`src/rtl/mbus_ice_driver_rx_if.sv`:
```
// Bus bundle between the MBus node rx port / ICE character consumer and the rx driver.
// master: the environment (node and consumer); slave: the rx driver.
interface mbus_ice_driver_rx_if;
  logic [31:0] rx_mbus_rxaddr;
  logic [31:0] rx_mbus_rxdata;
  logic        rx_mbus_rxreq;
  logic        rx_mbus_rxpend;
  logic        rx_mbus_rxbroadcast;
  logic        rx_mbus_rxfail;
  logic        rx_mbus_rxack;
  logic        rx_frame_valid;
  logic [7:0]  rx_char;
  logic        rx_char_valid;
  logic        rx_char_ready;

  modport master (
    output rx_mbus_rxaddr, rx_mbus_rxdata, rx_mbus_rxreq, rx_mbus_rxpend,
           rx_mbus_rxbroadcast, rx_mbus_rxfail, rx_char_ready,
    input  rx_mbus_rxack, rx_frame_valid, rx_char, rx_char_valid
  );

  modport slave (
    input  rx_mbus_rxaddr, rx_mbus_rxdata, rx_mbus_rxreq, rx_mbus_rxpend,
           rx_mbus_rxbroadcast, rx_mbus_rxfail, rx_char_ready,
    output rx_mbus_rxack, rx_frame_valid, rx_char, rx_char_valid
  );
endinterface

```
`src/rtl/mbus_ice_driver_rx.sv`:
```
// Receive-side ICE MBus driver: accepts MBus rx words over the 4-phase handshake and
// serializes address, data words and two status bytes into the ICE character stream.
module mbus_ice_driver_rx #(
  parameter int unsigned WAIT_TIMEOUT = 0
) (
  input logic                 clk,
  input logic                 reset,
  mbus_ice_driver_rx_if.slave bus
);

  localparam int unsigned TW = (WAIT_TIMEOUT > 1) ? $clog2(WAIT_TIMEOUT) : 1;
  localparam logic [TW-1:0] T_LAST = (WAIT_TIMEOUT == 0) ? '0 : TW'(WAIT_TIMEOUT - 1);

  typedef enum logic [2:0] {
    ST_RX_IDLE,
    ST_RX_ACK,
    ST_RX_ADDR,
    ST_RX_DATA,
    ST_RX_WAIT_NEXT,
    ST_RX_FAIL_ACK,
    ST_RX_STAT0,
    ST_RX_STAT1
  } state_t;

  state_t        state_q, state_d;
  logic [31:0]   addr_q, addr_d;
  logic [31:0]   data_q, data_d;
  logic          pend_q, pend_d;
  logic          bcast_q, bcast_d;
  logic          fail_q, fail_d;
  logic          first_q, first_d;
  logic [7:0]    count_q, count_d;
  logic [1:0]    idx_q, idx_d;
  logic [TW-1:0] tcnt_q, tcnt_d;
  logic          ack_q, ack_d;
  logic          fv_q, fv_d;
  logic [7:0]    char_q, char_d;
  logic          cv_q, cv_d;
  logic          xfer;

  function automatic logic [7:0] byte_of(input logic [31:0] w, input logic [1:0] idx);
    case (idx)
      2'd0:    byte_of = w[31:24];
      2'd1:    byte_of = w[23:16];
      2'd2:    byte_of = w[15:8];
      default: byte_of = w[7:0];
    endcase
  endfunction

  function automatic logic [7:0] sat_inc(input logic [7:0] c);
    sat_inc = (c == 8'hFF) ? c : c + 8'd1;
  endfunction

  function automatic logic [7:0] status_byte(input logic bc, input logic fl);
    status_byte = {6'b0, bc, fl};
  endfunction

  always_ff @(posedge clk) begin
    if (reset) begin
      state_q <= ST_RX_IDLE;
      addr_q  <= '0;
      data_q  <= '0;
      pend_q  <= 1'b0;
      bcast_q <= 1'b0;
      fail_q  <= 1'b0;
      first_q <= 1'b0;
      count_q <= '0;
      idx_q   <= '0;
      tcnt_q  <= '0;
      ack_q   <= 1'b0;
      fv_q    <= 1'b0;
      char_q  <= '0;
      cv_q    <= 1'b0;
    end else begin
      state_q <= state_d;
      addr_q  <= addr_d;
      data_q  <= data_d;
      pend_q  <= pend_d;
      bcast_q <= bcast_d;
      fail_q  <= fail_d;
      first_q <= first_d;
      count_q <= count_d;
      idx_q   <= idx_d;
      tcnt_q  <= tcnt_d;
      ack_q   <= ack_d;
      fv_q    <= fv_d;
      char_q  <= char_d;
      cv_q    <= cv_d;
    end
  end

  always_comb begin
    state_d = state_q;
    addr_d  = addr_q;
    data_d  = data_q;
    pend_d  = pend_q;
    bcast_d = bcast_q;
    fail_d  = fail_q;
    first_d = first_q;
    count_d = count_q;
    idx_d   = idx_q;
    tcnt_d  = tcnt_q;
    ack_d   = ack_q;
    fv_d    = fv_q;
    char_d  = char_q;
    cv_d    = cv_q;
    xfer    = cv_q && bus.rx_char_ready;

    case (state_q)
      ST_RX_IDLE: begin
        if (bus.rx_mbus_rxreq) begin
          addr_d  = bus.rx_mbus_rxaddr;
          data_d  = bus.rx_mbus_rxdata;
          pend_d  = bus.rx_mbus_rxpend;
          bcast_d = bus.rx_mbus_rxbroadcast;
          fail_d  = 1'b0;
          first_d = 1'b1;
          count_d = 8'd1;
          ack_d   = 1'b1;
          fv_d    = 1'b1;
          state_d = ST_RX_ACK;
        end
      end

      ST_RX_ACK: begin
        // The first character goes out together with the ack release, so no bubble.
        if (!bus.rx_mbus_rxreq) begin
          ack_d = 1'b0;
          idx_d = 2'd0;
          cv_d  = 1'b1;
          if (first_q) begin
            state_d = ST_RX_ADDR;
            char_d  = byte_of(addr_q, 2'd0);
          end else begin
            state_d = ST_RX_DATA;
            char_d  = byte_of(data_q, 2'd0);
          end
        end
      end

      ST_RX_ADDR: begin
        if (xfer) begin
          if (idx_q == 2'd3) begin
            idx_d   = 2'd0;
            state_d = ST_RX_DATA;
            char_d  = byte_of(data_q, 2'd0);
          end else begin
            idx_d  = idx_q + 2'd1;
            char_d = byte_of(addr_q, idx_q + 2'd1);
          end
        end
      end

      ST_RX_DATA: begin
        if (xfer) begin
          if (idx_q == 2'd3) begin
            idx_d = 2'd0;
            if (pend_q) begin
              cv_d    = 1'b0;
              tcnt_d  = '0;
              state_d = ST_RX_WAIT_NEXT;
            end else begin
              char_d  = status_byte(bcast_q, fail_q);
              state_d = ST_RX_STAT0;
            end
          end else begin
            idx_d  = idx_q + 2'd1;
            char_d = byte_of(data_q, idx_q + 2'd1);
          end
        end
      end

      ST_RX_WAIT_NEXT: begin
        // A request beats a simultaneous fail; the fail is seen again on a later visit.
        if (bus.rx_mbus_rxreq) begin
          data_d  = bus.rx_mbus_rxdata;
          pend_d  = bus.rx_mbus_rxpend;
          count_d = sat_inc(count_q);
          first_d = 1'b0;
          ack_d   = 1'b1;
          state_d = ST_RX_ACK;
        end else if (bus.rx_mbus_rxfail) begin
          fail_d  = 1'b1;
          ack_d   = 1'b1;
          state_d = ST_RX_FAIL_ACK;
        end else if (WAIT_TIMEOUT != 0) begin
          if (tcnt_q == T_LAST) begin
            fail_d  = 1'b1;
            char_d  = status_byte(bcast_q, 1'b1);
            cv_d    = 1'b1;
            state_d = ST_RX_STAT0;
          end else begin
            tcnt_d = tcnt_q + 1'b1;
          end
        end
      end

      ST_RX_FAIL_ACK: begin
        if (!bus.rx_mbus_rxfail) begin
          ack_d   = 1'b0;
          char_d  = status_byte(bcast_q, fail_q);
          cv_d    = 1'b1;
          state_d = ST_RX_STAT0;
        end
      end

      ST_RX_STAT0: begin
        if (xfer) begin
          char_d  = count_q;
          state_d = ST_RX_STAT1;
        end
      end

      ST_RX_STAT1: begin
        if (xfer) begin
          char_d  = '0;
          cv_d    = 1'b0;
          fv_d    = 1'b0;
          state_d = ST_RX_IDLE;
        end
      end

      default: state_d = ST_RX_IDLE;
    endcase
  end

  assign bus.rx_mbus_rxack  = ack_q;
  assign bus.rx_frame_valid = fv_q;
  assign bus.rx_char        = char_q;
  assign bus.rx_char_valid  = cv_q;

endmodule

```
`src/flat_wrapper.sv`:
```
// flat-port wrapper written by rule: the top's interface ports become plain ports
module mbus_ice_driver_rx_flat 
#(
  parameter int unsigned WAIT_TIMEOUT = 0
)
  (clk, reset, bus_rx_mbus_rxaddr, bus_rx_mbus_rxdata, bus_rx_mbus_rxreq, bus_rx_mbus_rxpend, bus_rx_mbus_rxbroadcast, bus_rx_mbus_rxfail, bus_rx_char_ready, bus_rx_mbus_rxack, bus_rx_frame_valid, bus_rx_char, bus_rx_char_valid);
  mbus_ice_driver_rx_if bus_i ();
  input logic clk;
  input logic reset;
  input wire logic [$bits(bus_i.rx_mbus_rxaddr)-1:0] bus_rx_mbus_rxaddr;
  input wire logic [$bits(bus_i.rx_mbus_rxdata)-1:0] bus_rx_mbus_rxdata;
  input wire logic [$bits(bus_i.rx_mbus_rxreq)-1:0] bus_rx_mbus_rxreq;
  input wire logic [$bits(bus_i.rx_mbus_rxpend)-1:0] bus_rx_mbus_rxpend;
  input wire logic [$bits(bus_i.rx_mbus_rxbroadcast)-1:0] bus_rx_mbus_rxbroadcast;
  input wire logic [$bits(bus_i.rx_mbus_rxfail)-1:0] bus_rx_mbus_rxfail;
  input wire logic [$bits(bus_i.rx_char_ready)-1:0] bus_rx_char_ready;
  output wire logic [$bits(bus_i.rx_mbus_rxack)-1:0] bus_rx_mbus_rxack;
  output wire logic [$bits(bus_i.rx_frame_valid)-1:0] bus_rx_frame_valid;
  output wire logic [$bits(bus_i.rx_char)-1:0] bus_rx_char;
  output wire logic [$bits(bus_i.rx_char_valid)-1:0] bus_rx_char_valid;
  assign bus_i.rx_mbus_rxaddr = bus_rx_mbus_rxaddr;
  assign bus_i.rx_mbus_rxdata = bus_rx_mbus_rxdata;
  assign bus_i.rx_mbus_rxreq = bus_rx_mbus_rxreq;
  assign bus_i.rx_mbus_rxpend = bus_rx_mbus_rxpend;
  assign bus_i.rx_mbus_rxbroadcast = bus_rx_mbus_rxbroadcast;
  assign bus_i.rx_mbus_rxfail = bus_rx_mbus_rxfail;
  assign bus_i.rx_char_ready = bus_rx_char_ready;
  assign bus_rx_mbus_rxack = bus_i.rx_mbus_rxack;
  assign bus_rx_frame_valid = bus_i.rx_frame_valid;
  assign bus_rx_char = bus_i.rx_char;
  assign bus_rx_char_valid = bus_i.rx_char_valid;
  mbus_ice_driver_rx #(.WAIT_TIMEOUT(WAIT_TIMEOUT)) u_core (.clk(clk), .reset(reset), .bus(bus_i));
endmodule
```
`config.mk`:
```
export PLATFORM = sky130hd
export DESIGN_NAME = mbus_ice_driver_rx_flat
export DESIGN_NICKNAME = d
export VERILOG_FILES = /design/src/rtl/mbus_ice_driver_rx_if.sv /design/src/rtl/mbus_ice_driver_rx.sv /design/src/flat_wrapper.sv
export SDC_FILE = /design/constraint.sdc
export NUM_CORES = 1
export LEC_CHECK = 0
export ABC_AREA = 0
export CORE_MARGIN = 2
export CORE_UTILIZATION = 30
export CTS_CLUSTER_SIZE = 25
export DETAILED_ROUTE_END_ITERATION = 8
export PLACE_DENSITY = 0.48
export SETUP_SLACK_MARGIN = 0.4
export SLEW_MARGIN = 10
export SYNTH_ARGS = -nofsm -noshare
export SYNTH_HDL_FRONTEND = slang
export SYNTH_SLANG_ARGS = --single-unit
```
`constraint.sdc`:
```
create_clock -name clk -period 4.9 [get_ports clk]
set_input_delay 0.735 -clock clk [delete_from_list [all_inputs] [get_ports clk]]
set_output_delay 0.735 -clock clk [all_outputs]
set_load 0.02 [all_outputs]
```
==> impl_metrics.yaml <==
status:
  status: "completed"
finish:
  layout.filler_cells: 1517
  drive_gt1_share_pct: 4.878
  design_area_um2: 5579
  syn_to_final_growth_pct: 26.32
  num_antenna_cells: 0
  final_nets: 688
drt:
  drt_iter0_drc: 181
  drc_errors: 0
  first_pass_iters: 5
  wl_um: 13290
  vias_per_cell: 5.120
  num_vias: 4091
  wl_per_cell_um: 16.63
  ant_nets: 0
setup_path:
  crit_type: "primary input to register"
  startpoint_type: "primary input"
  slowest_delay_ns: 0.62
  cp_slowest_cell: "or3b_4"
  reg2reg_slack_ns: 2.50
  worstRegToRegCells: 4
  path_cells: "clkdlybuf4s50_1 -> or3b_4 -> a41o_4 -> or4_4 -> a21oi_2"
  worstPathMaxFanout: 39
  critPathCaptureType: "register"
  worstPathArrival_ns: 2.93
  critPathRequiredTime_ns: 5.18
synth:
  ys_seq_elements: 92
  synth_area_um2: 4417
  ys_top_cells_by_count: "nand2_1, dfxtp_1, a21oi_1"
  synth_top_area_share_pct: 41.70
  syn_inst: 561
  yosysWarnings: 0
  yosysTopAreaCell: "dfxtp_1"
  synth.area.top_cells: "dfxtp_1, nand2_1, a21oi_1"
  ys.flop_type: "dfxtp_1"
  synth_cell_types: 51
  yosysMostFrequentCell: "nand2_1"
  synth_edf_count: 0
  avgSynthCellArea_um2: 7.873
  ys_seq_area_share_pct: 41.70
  synth_nets: 638
  async_flop_share_pct: 0
floorplanning:
  fp.coreArea_um2: 14480
  die_h_um: 125.3
  initial_core_util_pct: 30.50
  die_area_um2: 15710
  fp-row-count: 44
  io_pins: 82
  die_w_um: 125.3
clock_network:
  cts_max_level: 3
  post_cts_buffers: 0
  clock-sinks: 92
  clockBufferDepth: 2
  numCtsBuffers: 9
  cts_resized: 0
  ctsHoldBuffers: 0
  path_clk_slew_ns: 0.06
  cts_root_buf: "clkbuf_16"
  clk_latency_ns: 0.34
  cts_tree: "built"
sta:
  rsz0062_at_grt: "false"
  max_freq_mhz: 377.6
  finClkSkew_ns: 0.003475
  slew_headroom_pct: 32.06
  min_period_over_period_pct: 54.04
  hold_violations: 0
  finalCriticalPeriod_ns: 2.648
  tightest_slew_ns: 1.019
  fin_tns_setup_ns: 0
  setup_viol: 0
  final_max_slew_viol_count: 0
global_route:
  gr-total-overflow: 0
  grt_max_degree: 48
  grt_pass1_vias: 4070
  antenna_found_initial: 0
  grt_util_all_layers_pct: 16.90
  grt_pass1_wl_um: 21280
place:
  dp_hpwl_um: 9369
  place_area_um2: 5309
  port_buffers: 81
  gp_congestion: 0.8388
hold_path:
  holdCritPathClass: "register to register"
  holdPathStages: 2
pwr:
  power_leakage_nw: 1.965
  power.total_mw: 1.725
  ir_worst_vdd_v: 0.0001567
  power-per-cell-area_nw_per_um2: 309.1
run:
  max_cap_viol_count: 0
==> layer usage <==
layer / part of all wire (%) / vias up / GRT usage (%)
li1: - / 2051 / -
met1: 48 / 1940 / 22.90
met4: 1.5 / 0 / 5.752
met3: 4.4 / 12 / 3.166
met5: 0 / - / 0
met2: 46 / 88 / 27.11
==> cell usage in the layout (no fill, tap or decap), drive strengths merged, types with 10 or more instances in the layout <==
cell	count
a211o	16
dfxtp	92
nand3	12
nor2b	21
a21oi	92
clkdlybuf4s50	80
clkbuf	13
nor2	10
nand2b	11
a22oi	16
nand2	148
==> power by group <==
part	internal, mW	total (mW)	switching, mW
Clock	0.367	0.644	0.277
Combinational	0.117	0.241	0.124
Sequential	0.793	0.840	0.0467
Total	1.28	1.72	0.447
==> path summary, 6_finish.rpt <==
kind                startpoint           endpoint
max          bus_rx_mbus_rxreq  u_core.count_q[7]
min          u_core.data_q[20]  u_core.data_q[20]
max reg2reg  u_core.state_q[1]  u_core.count_q[7]
min reg2reg  u_core.data_q[20]  u_core.data_q[20]
==> worst max-delay path, delay by kind of cell <==
family / cells / cell delay [ns]
AO/OA/AOI/OAI: 2 / 0.48
AND/OR/NAND/NOR: 2 / 1.13
buffers and inverters: 1 / 0.57
==> stage by stage <==
step           hold slack [ns]  instances  worst slack (ns)  utilization [%]
4_1_cts                 0.4565        799             2.261            38.53
2_1_floorplan           0.4360        561             2.835                -
5_1_grt                 0.4769        799             2.181            38.53
3_5_place_dp            0.4485        784             1.912            36.67
3_3_place_gp            0.4485        784             1.920            36.67
6_report                0.4550        799             2.252            38.53
==> logic make-up (layout without fill, tap and decap cells) <==
logic type | Yosys count | after routing | share of synthesized area (%)
multiplexers | 11 | 11 | 2.550
adder cells (fa/ha/maj) | 6 | 6 | 1.700
buffers and inverters | 52 | 106 | 4.646
AND/OR/NAND/NOR | 232 | 232 | 24.48
XOR/XNOR | 2 | 2 | 0.3967
AO/OA/AOI/OAI | 166 | 166 | 24.53
flip-flops | 92 | 92 | 41.70
==> final cells by class <==
| class | instances | area, um^2 | share of cell area, % |
|---|---|---|---|
| clock buffer | 13 | 260.3 | 4.665 |
| clock inverter | 2 | 10.01 | 0.1794 |
| inverter | 6 | 22.52 | 0.4037 |
| multi-input combinational | 417 | 2379 | 42.63 |
| sequential | 92 | 1842 | 33.01 |
| tap | 184 | 230.2 | 4.126 |
| timing repair buffer | 85 | 835.8 | 14.98 |
==> registers in the layout, indices dropped and copies added (netlist names) <==
register                   flops
u_core.bus.rx_frame_valid      1
u_core.data_q                 32
u_core.pend_q                  1
u_core.idx_q                   2
u_core.addr_q                 32
u_core.bus.rx_char_valid       1
u_core.bcast_q                 1
u_core.first_q                 1
u_core.bus.rx_mbus_rxack       1
u_core.bus.rx_char             8
u_core.state_q                 3
u_core.fail_q                  1
u_core.count_q                 8
Power figures use the tool's default switching activity.
